## src/rtl/mem_pkg.sv

```systemverilog
// Shared types and helpers for the memory-stage controller.
package mem_pkg;

  typedef enum logic [1:0] {
    SZ_B = 2'd0,
    SZ_H = 2'd1,
    SZ_W = 2'd2,
    SZ_D = 2'd3
  } msize_t;

  typedef enum logic [1:0] {
    OP_NONE  = 2'd0,
    OP_LOAD  = 2'd1,
    OP_STORE = 2'd2,
    OP_RSVD  = 2'd3
  } memop_t;

  // Controller states; kept as plain constants so the state register is a bare vector.
  localparam logic [1:0] ST_IDLE = 2'd0;
  localparam logic [1:0] ST_REQ  = 2'd1;
  localparam logic [1:0] ST_WAIT = 2'd2;
  localparam logic [1:0] ST_DONE = 2'd3;

  function automatic int unsigned size_bytes(input logic [1:0] s);
    return 32'd1 << s;
  endfunction

  function automatic bit data_w_ok(input int w);
    return (w == 32) || (w == 64);
  endfunction

endpackage

```

## src/rtl/mem_align.sv

```systemverilog
// Lane alignment: load extract + sign/zero extend, store strobe + lane shift.
module mem_align
  import mem_pkg::*;
#(
  parameter int DATA_W = 64,
  parameter int LO_W   = $clog2(DATA_W/8)
) (
  input  logic [LO_W-1:0]     lo,
  input  logic [1:0]          size,
  input  logic                uns,
  input  logic [DATA_W-1:0]   rraw,
  input  logic [DATA_W-1:0]   wsrc,
  output logic [DATA_W-1:0]   rdata,
  output logic [DATA_W-1:0]   wdata,
  output logic [DATA_W/8-1:0] strobe
);

  localparam int NB = DATA_W/8;

  logic [DATA_W-1:0] sh;
  logic [DATA_W-1:0] keep;
  logic              sgn;
  logic [NB-1:0]     base;

  // Load path: shift lane down, keep the sized field, fill the rest with sign or zero.
  always_comb begin
    sh   = rraw >> {lo, 3'b000};
    keep = '1;
    sgn  = 1'b0;
    case (size)
      SZ_B: begin keep = DATA_W'(8'hFF);         sgn = sh[7];  end
      SZ_H: begin keep = DATA_W'(16'hFFFF);      sgn = sh[15]; end
      SZ_W: begin keep = DATA_W'(32'hFFFF_FFFF); sgn = sh[31]; end
      default: begin keep = '1;                  sgn = 1'b0;   end
    endcase
    rdata = (sh & keep) | ({DATA_W{sgn & ~uns}} & ~keep);
  end

  // Store path: byte-enable mask and data moved up to the addressed lane.
  always_comb begin
    case (size)
      SZ_B:    base = NB'(8'h01);
      SZ_H:    base = NB'(8'h03);
      SZ_W:    base = NB'(8'h0F);
      default: base = NB'(8'hFF);
    endcase
    strobe = base << lo;
    wdata  = wsrc << {lo, 3'b000};
  end

endmodule

```

## src/rtl/mem_stage_ctrl.sv

```systemverilog
// Memory-stage controller: one op at a time, hold-until-accepted bus request,
// registered result to writeback with accept-through on out_ready.
module mem_stage_ctrl
  import mem_pkg::*;
#(
  parameter int DATA_W = 64,
  parameter int ADDR_W = 64,
  parameter int TAG_W  = 128
) (
  input  logic                clk,
  input  logic                resetn,
  input  logic                in_valid,
  output logic                in_ready,
  input  logic [1:0]          in_op,
  input  logic [1:0]          in_size,
  input  logic                in_unsigned,
  input  logic [ADDR_W-1:0]   in_addr,
  input  logic [DATA_W-1:0]   in_wdata,
  input  logic [TAG_W-1:0]    in_tag,
  input  logic                flush,
  output logic                dreq_valid,
  output logic [ADDR_W-1:0]   dreq_addr,
  output logic [1:0]          dreq_size,
  output logic [DATA_W/8-1:0] dreq_strobe,
  output logic [DATA_W-1:0]   dreq_data,
  input  logic                dresp_addr_ok,
  input  logic                dresp_data_ok,
  input  logic [DATA_W-1:0]   dresp_data,
  output logic                out_valid,
  input  logic                out_ready,
  output logic [DATA_W-1:0]   out_rdata,
  output logic [TAG_W-1:0]    out_tag,
  output logic                out_fault
);

  localparam int LO_W = $clog2(DATA_W/8);

  if (!data_w_ok(DATA_W)) begin : g_bad_data_w
    $error("mem_stage_ctrl: DATA_W must be 32 or 64");
  end

  logic [1:0]        state;
  logic              kill;
  logic [1:0]        op_q;
  logic [1:0]        size_q;
  logic              uns_q;
  logic [ADDR_W-1:0] addr_q;
  logic [DATA_W-1:0] wdata_q;
  logic [TAG_W-1:0]  tag_q;
  logic              fault_q;
  logic [DATA_W-1:0] res_q;

  logic              acc, in_mem, in_mis, in_fault, busy, resp_done, kill_now;
  logic [1:0]        acc_state;
  logic [DATA_W-1:0] ld_data, st_data;
  logic [DATA_W/8-1:0] st_strobe;

  // Accept decode and alignment check on the incoming op.
  always_comb begin
    busy      = (state == ST_REQ) || (state == ST_WAIT);
    in_ready  = !kill && ((state == ST_IDLE) || ((state == ST_DONE) && out_ready));
    acc       = in_valid && in_ready && !flush;
    in_mem    = (in_op == OP_LOAD) || (in_op == OP_STORE);
    in_mis    = |(in_addr[LO_W-1:0] & LO_W'(size_bytes(in_size) - 32'd1))
                || ((DATA_W == 32) && (in_size == SZ_D));
    in_fault  = in_mem && in_mis;
    acc_state = (in_mem && !in_mis) ? ST_REQ : ST_DONE;
    resp_done = ((state == ST_REQ) && dresp_addr_ok && dresp_data_ok)
             || ((state == ST_WAIT) && dresp_data_ok);
    kill_now  = kill || flush;
  end

  mem_align #(.DATA_W(DATA_W)) u_align (
    .lo     (addr_q[LO_W-1:0]),
    .size   (size_q),
    .uns    (uns_q),
    .rraw   (dresp_data),
    .wsrc   (wdata_q),
    .rdata  (ld_data),
    .wdata  (st_data),
    .strobe (st_strobe)
  );

  // Control FSM and the kill flag for a flushed in-flight bus transaction.
  always_ff @(posedge clk or negedge resetn) begin
    if (!resetn) begin
      state <= ST_IDLE;
      kill  <= 1'b0;
    end else begin
      case (state)
        ST_IDLE: if (acc) state <= acc_state;
        ST_REQ: begin
          if (dresp_addr_ok && dresp_data_ok) state <= kill_now ? ST_IDLE : ST_DONE;
          else if (dresp_addr_ok)             state <= ST_WAIT;
        end
        ST_WAIT: if (dresp_data_ok) state <= kill_now ? ST_IDLE : ST_DONE;
        default: begin
          if (flush)          state <= ST_IDLE;
          else if (out_ready) state <= acc ? acc_state : ST_IDLE;
        end
      endcase
      if (resp_done)          kill <= 1'b0;
      else if (flush && busy) kill <= 1'b1;
    end
  end

  // Op latch on accept; load result overwrites the address once data returns.
  always_ff @(posedge clk or negedge resetn) begin
    if (!resetn) begin
      op_q    <= '0;
      size_q  <= '0;
      uns_q   <= 1'b0;
      addr_q  <= '0;
      wdata_q <= '0;
      tag_q   <= '0;
      fault_q <= 1'b0;
      res_q   <= '0;
    end else if (acc) begin
      op_q    <= in_op;
      size_q  <= in_size;
      uns_q   <= in_unsigned;
      addr_q  <= in_addr;
      wdata_q <= in_wdata;
      tag_q   <= in_tag;
      fault_q <= in_fault;
      res_q   <= DATA_W'(in_addr);
    end else if (resp_done && (op_q == OP_LOAD) && !kill_now) begin
      res_q   <= ld_data;
    end
  end

  // Bus and writeback outputs come straight from latched state.
  always_comb begin
    dreq_valid  = (state == ST_REQ);
    dreq_addr   = addr_q;
    dreq_size   = size_q;
    dreq_strobe = (op_q == OP_STORE) ? st_strobe : '0;
    dreq_data   = (op_q == OP_STORE) ? st_data : '0;
    out_valid   = (state == ST_DONE);
    out_rdata   = res_q;
    out_tag     = tag_q;
    out_fault   = fault_q;
  end

endmodule

```

## config.mk

```make
export PLATFORM = sky130hd
export DESIGN_NAME = mem_stage_ctrl
export DESIGN_NICKNAME = d
export VERILOG_FILES = /design/src/rtl/mem_pkg.sv /design/src/rtl/mem_align.sv /design/src/rtl/mem_stage_ctrl.sv
export SDC_FILE = /design/constraint.sdc
export NUM_CORES = 1
export LEC_CHECK = 0
export ABC_CLOCK_PERIOD_IN_PS = 2400
export CAP_MARGIN = 0
export CORE_AREA = 2 2 261 263
export CTS_BUF_LIST = sky130_fd_sc_hd__clkbuf_2 sky130_fd_sc_hd__clkbuf_4 sky130_fd_sc_hd__clkbuf_8
export CTS_CLUSTER_SIZE = 12
export DETAILED_ROUTE_END_ITERATION = 8
export DIE_AREA = 0 0 263 265
export PLACE_DENSITY_LB_ADDON = 0.25
export SLEW_MARGIN = 15
export SYNTH_ARGS = -nofsm -noshare
export SYNTH_HDL_FRONTEND = slang
export SYNTH_SLANG_ARGS = --single-unit
```

## constraint.sdc

```tcl
create_clock -name clk -period 2.4 [get_ports clk]
set_input_delay 0.48 -clock clk [delete_from_list [all_inputs] [get_ports clk]]
set_output_delay 0.48 -clock clk [all_outputs]
set_load 0.02 [all_outputs]
```

## Yosys cells after proc, flatten, opt, wreduce, memory -nomap -nowiden

Cells that the tools add are included.

| operators by class | value |
|---|---|
| add/subtract/negate cells | 1 |
| equal/unequal tests | 12 |
| shift-type cells | 4 |
| muxes and demuxes | 19 |
| bitwise operators | 7 |
| reduce and logical (&&, ||, !) cells | 29 |

Operators by type and width:

| operator | count |
|---|---|
| 64-bit 2-to-1 mux | 3 |
| 64-bit one-hot mux with 3 select lines | 1 |
| 64-bit AND | 2 |
| 64-bit inverter | 1 |
| 64-bit bitwise OR | 1 |
| 64-bit by 6-bit << shifter with 64-bit output | 1 |
| 64-bit by 6-bit right shift with 64-bit output | 1 |
| 8-bit one-hot mux with 3 select lines | 1 |
| 2-bit 2-to-1 mux | 9 |
| 1-bit logical AND | 13 |
| 2-bit equality test (second input constant) | 5 |
| 2-bit by 1-bit equality test with 1-bit output (second input constant) | 4 |
| 8-bit 2-to-1 mux | 1 |
| 8-bit by 3-bit << shifter with 8-bit output | 1 |
| 2-bit one-hot mux with 3 select lines | 1 |
| 1-bit logical OR | 5 |
| 5-bit nonzero test | 1 |
| 1-bit logical NOT | 4 |
| 2-bit logical NOT | 2 |
| 2-bit inequality test (second input constant) | 2 |
| 4-bit AND reduction | 1 |
| 2-bit nonzero test | 2 |
| 3-bit AND | 1 |
| 3-bit by 1-bit inequality test with 1-bit output (second input constant) | 1 |
| other kinds (7) | 8 |

| word-level totals | value |
|---|---|
| flip-flop bits (word level) | 329 |
| input bits | 332 |
| output and inout bits | 334 |
| word-level logic and storage cells | 82 |

## Longest topological paths before layout

| logic depth | value |
|---|---|
| depth after elaboration | 11 |
| mapped depth | 9 |
| depth with buffers taken out | 7 |

## Modules after synthesis

A second synthesis with hierarchy kept.

| unflattened totals | value |
|---|---|
| cells, all modules | 1979 |
| area, all modules | 17834.6 um2 |

Modules (own cells, without submodules):

| module | instances | cells an instance | area each (um2) | sequential area each (um2) |
|---|---|---|---|---|
| mem_stage_ctrl | 1 | 1437 | 13797.0 | 8232.9 |
| mem_align | 1 | 542 | 4037.6 | 0.0 |

## Worst setup path after synthesis

OpenSTA, ideal clock, no wires.

| timing | value |
|---|---|
| path type | reg2out |
| start | register addr_q[0], in the netlist dreq_addr[0] |
| end | output port dreq_strobe[7] |
| data arrival time | 2197 ps |
| slack | -277 ps |
| cell stages (with the launch flop) | 10 |
| cells stage by stage | dfrtp_1 > buf_4 > buf_6 > buf_4 > buf_2 > buf_2 > nor2_1 > nor2_1 > nor2_1 > nor3_1 |

| between the ends | value |
|---|---|
| word-level cells in the longest chain between the ends | 2 |

RTL lines:

| item | RTL line | source |
|---|---|---|
| start, declared | mem_stage_ctrl.sv:47 | `logic [ADDR_W-1:0] addr_q;` |
| start signal, assigned | mem_stage_ctrl.sv:122 | `addr_q <= in_addr;` |
| 8-bit by 3-bit << shifter with 8-bit output | mem_align.sv:47 | `strobe = base << lo;` |
| 8-bit 2-to-1 mux | mem_stage_ctrl.sv:137 | `dreq_strobe = (op_q == OP_STORE) ? st_strobe : '0;` |
| end, declared | mem_stage_ctrl.sv:24 | `output logic [DATA_W/8-1:0] dreq_strobe,` |

Every way passes these cells.

## Worst setup path in the final report

| timing | value |
|---|---|
| start | register addr_q[0], in the netlist dreq_addr[0] |
| end | output port dreq_data[47] |

| between the ends | value |
|---|---|
| word-level cells in the longest chain between the ends | 2 |

RTL lines:

| item | RTL line | source |
|---|---|---|
| 64-bit by 6-bit << shifter with 64-bit output | mem_align.sv:48 | `wdata = wsrc << {lo, 3'b000};` |
| 64-bit 2-to-1 mux | mem_stage_ctrl.sv:138 | `dreq_data = (op_q == OP_STORE) ? st_data : '0;` |
| end, declared | mem_stage_ctrl.sv:25 | `output logic [DATA_W-1:0] dreq_data,` |

Every way passes these cells.

==> metrics.csv <==
stage;metric;value;unit
floorplanning;fp.dieH;265;um
yosys;ys_top_cells_by_area;dfrtp_1, nand2_1, mux4_2;
timing;period_needed;2.88;ns
power_and_ir_drop;p_comb_share;60.7;%
worst_setup_path;critPathRequiredTime;1.92;ns
clock_network;clk_pin_slew;0.06;ns
worst_setup_path;slowest_delay;0.52;ns
yosys;ys.warnings.count;0;
floorplanning;ios;666;
run;cap_violations;0;
worst_setup_path;crit_chain;buf_6 > mux4_2 > a22oi_1 > nor2_1 > clkdlybuf4s15_2;
placed_design;placed_cell_area;25900;sq um
worst_setup_path;crit_buf_inv;2;
timing;worst_slew_pin_slew;0.694;ns
grt;grt_antenna_before_repair;24;
floorplanning;num_rows;95;
power_and_ir_drop;p_int;24.7;mW
status;status;finished, violations left;
worst_setup_path;startpoint_type;flop;
yosys;ys_seq_area_share;49.3;%
timing;setup_viol;128;
grt;grt_usage;23.3;%
yosys;ys_async_sr_fraction;100;%
final_layout;postLayoutCoreUtil;44.7;%
clock_network;tritoncts;built;
worst_setup_path;critPathTopFamily;multiplexers;
timing;fin_skew;0.0210;ns
detailed_routing;wire_per_inst;22.6;um
yosys;synthFlopType;dfrtp_1;
clock_network;cts.sinks;329;
grt;grt_pass1_wl;122;mm
timing;max_freq;347;MHz
power_and_ir_drop;p_leak;13.5;nW
clock_network;numCtsBuffers;67;
yosys;synth_seq_cells;329;
floorplanning;die_w;263;um
detailed_routing;final_antenna_net_count;0;
grt;grt_start_max_net_pins;89;
worst_setup_path;worstPathArrival;2.40;ns
yosys;synth_top_area_share;49.3;%
placed_design;port_buffers;665;
final_layout;drive_gt1_share;27.8;%
clock_network;clock_path_buffers;3;
detailed_routing;first_pass_iters;5;
power_and_ir_drop;p_seq_share;23.8;%
detailed_routing;drcViolationCount;0;
placed_design;gp_congestion;0.910;
placed_design;dpl.hpwl;61.3;mm
worst_setup_path;cp_max_fo;11;
power_and_ir_drop;clkPwrFrac;15.6;%
yosys;syn_area;16700;sq um
clock_network;cts_root_buf;clkbuf_8;
power_and_ir_drop;switchingPower;18.3;mW
floorplanning;start_util;25.0;%
power_and_ir_drop;vdd_drop_max;0.659;mV
final_layout;layout.nets;3072;
worst_setup_path;reg2reg_slack;-0.28;ns
worst_setup_path;cp_slowest_cell;mux4_2;
power_and_ir_drop;p_per_area;1440;nW/um^2
worst_setup_path;criticalPathCategory;flop to primary output;
clock_network;clk_latency;0.66;ns
yosys;syn_inst;1846;
detailed_routing;drt_iter0_markers;1272;
floorplanning;die-area;69700;sq um
grt;grt_overflow;0;
yosys;syn_nets;2183;
yosys;postSynthAreaPerCell;9.05;sq um
final_layout;area_growth;78.9;%
detailed_routing;vias_per_cell;4.76;
detailed_routing;wl;83.3;mm
timing;slew_violations;0;
timing;relSlewSlack;53.7;%
power_and_ir_drop;p_sw_share;42.5;%
timing;finalCritPeriodShare;120;%
yosys;synth_top_area_cell;dfrtp_1;
detailed_routing;num_vias;17500;
timing;layout_setup_ws;-0.482;ns
timing;hold_viol;0;
worst_setup_path;crit_path_end_kind;primary output;
status;violations;negative setup slack;
floorplanning;core-area;66800;sq um
yosys;synth_edf_count;0;
yosys;synth_commonest_cells;nand2_1, dfrtp_1, nor2_1, clkbuf_1, mux2i_1;
clock_network;cts-htree-levels;3;
worst_hold_path;holdCritPathClass;primary input to flop;
final_layout;design_area;29900;sq um
yosys;yosysUniqueCellTypes;56;
grt;grt_pass1_vias;18200;
yosys;yosysMostFrequentCell;nand2_1;
timing;rsz0062_at_grt;yes;
==> cell usage in the layout (no fill, tap or decap), types with 19 or more instances in the layout <==
| cell type | synthesis | layout |
|---|---|---|
| nand2_1 | 825 | 813 |
| mux2_2 | 28 | 21 |
| a41oi_2 | 1 | 19 |
| buf_6 | 5 | 95 |
| mux4_2 | 59 | 59 |
| mux2i_1 | 73 | 56 |
| buf_12 | 0 | 41 |
| diode_2 | 0 | 21 |
| clkdlybuf4s50_1 | 0 | 585 |
| o21ai_2 | 0 | 27 |
| buf_4 | 5 | 194 |
| nor2_4 | 1 | 19 |
| clkbuf_8 | 0 | 81 |
| nor2_1 | 120 | 89 |
| dfrtp_1 | 329 | 324 |
==> cell families (layout without fill, tap and decap cells) <==
logic type / count (synthesis) / in the layout / synth area share (%)
mux: 160 / 160 / 14.2
flops: 329 / 329 / 49.3
simple gates: 1016 / 1016 / 24.1
fa+ha+maj: 5 / 5 / 0.374
xor+xnor: 1 / 1 / 0.0524
compound gates: 195 / 195 / 8.34
other cells: 0 / 21 / 0
buf+inv: 140 / 1079 / 3.69
==> worst register-to-register path, cell delays in order (launching register included) <==
cell       delay (ns)
dfrtp_4          0.54
buf_12           0.17
buf_12           0.13
buf_12           0.12
buf_8            0.12
a2111oi_4        0.35
buf_4            0.20
nor4b_4          0.06
buf_4            0.16
nor3_4           0.21
buf_12           0.15
buf_12           0.12
buf_16           0.14
a41oi_2          0.09
==> metrics by stage <==
step	hold slack [ns]	setup TNS [ns]	power, mW	worst slack (ns)	std cells
after floorplan	0.184	-0.00746	20.6	-0.00114	1846
after global placement	0.457	-38.07	31.7	-0.404	3454
after detailed placement	0.461	-46.89	31.9	-0.442	3454
after CTS	0.273	-31.31	42.0	-0.514	3634
after global routing	0.307	-41.33	45.3	-0.570	3676
final	0.340	-31.84	43.0	-0.482	3679
==> metal layers <==
layer  global-route usage [%]  share of wire (%)  up-vias
met4                     10.3                3.8        8
met1                     29.4                 41     8676
met5                        0              0.066        -
li1                         -                  -     7998
met3                     5.39                6.9      161
met2                     38.0                 48      683
==> state kept, by name (all words and copies together), names as in the netlist <==
register / flops
state: 2
kill: 1
out_rdata: 64
out_fault: 1
dreq_size: 2
uns_q: 1
out_tag: 128
op_q: 2
wdata_q: 64
dreq_addr: 64
==> worst paths after layout <==
check / startpoint / end / cells past startpoint
hold reg to reg: out_tag[54]$_DFFE_PN0P_ / out_tag[54]$_DFFE_PN0P_ / 2
min in group asynchronous: resetn / out_tag[106]$_DFFE_PN0P_ / 2
max in group asynchronous: resetn / dreq_addr[1]$_DFFE_PN0P_ / 3
setup / recovery: dreq_addr[0]$_DFFE_PN0P_ / dreq_data[47] / 5
setup reg to reg: dreq_addr[0]$_DFFE_PN0P_ / out_rdata[42]$_DFFE_PN0P_ / 13
hold / removal: in_wdata[28] / wdata_q[28]$_DFFE_PN0P_ / 3
==> power groups by stage <==
stage	combinational, mW	sequential [mW]	clock (mW)
after floorplan	8.40	12.2	0
after global placement	21.6	10.1	0
after detailed placement	21.7	10.2	0
after CTS	24.9	10.2	6.90
after global routing	27.6	10.6	7.16
final	26.1	10.2	6.70
==> timing repair <==
action                                 CTS  global route
hold buffers                             1             0
setup buffers                           50            36
cloned                                  14             3
setup endpoints to repair              139           135
pin swaps                               58            50
endpoints found under the hold margin   59             0
gates resized for setup                581           143
==> layout make-up <==
type / count / area [sq um]
antenna: 21 / 52.6
clock buffer: 99 / 1250
clock inverter: 20 / 256
fill: 6418 / 36900
inverter: 9 / 37.5
multi-input combinational: 1377 / 9080
sequential: 329 / 8240
tap: 873 / 1090
timing repair buffer: 951 / 9880
Power figures use the tool's default switching activity.
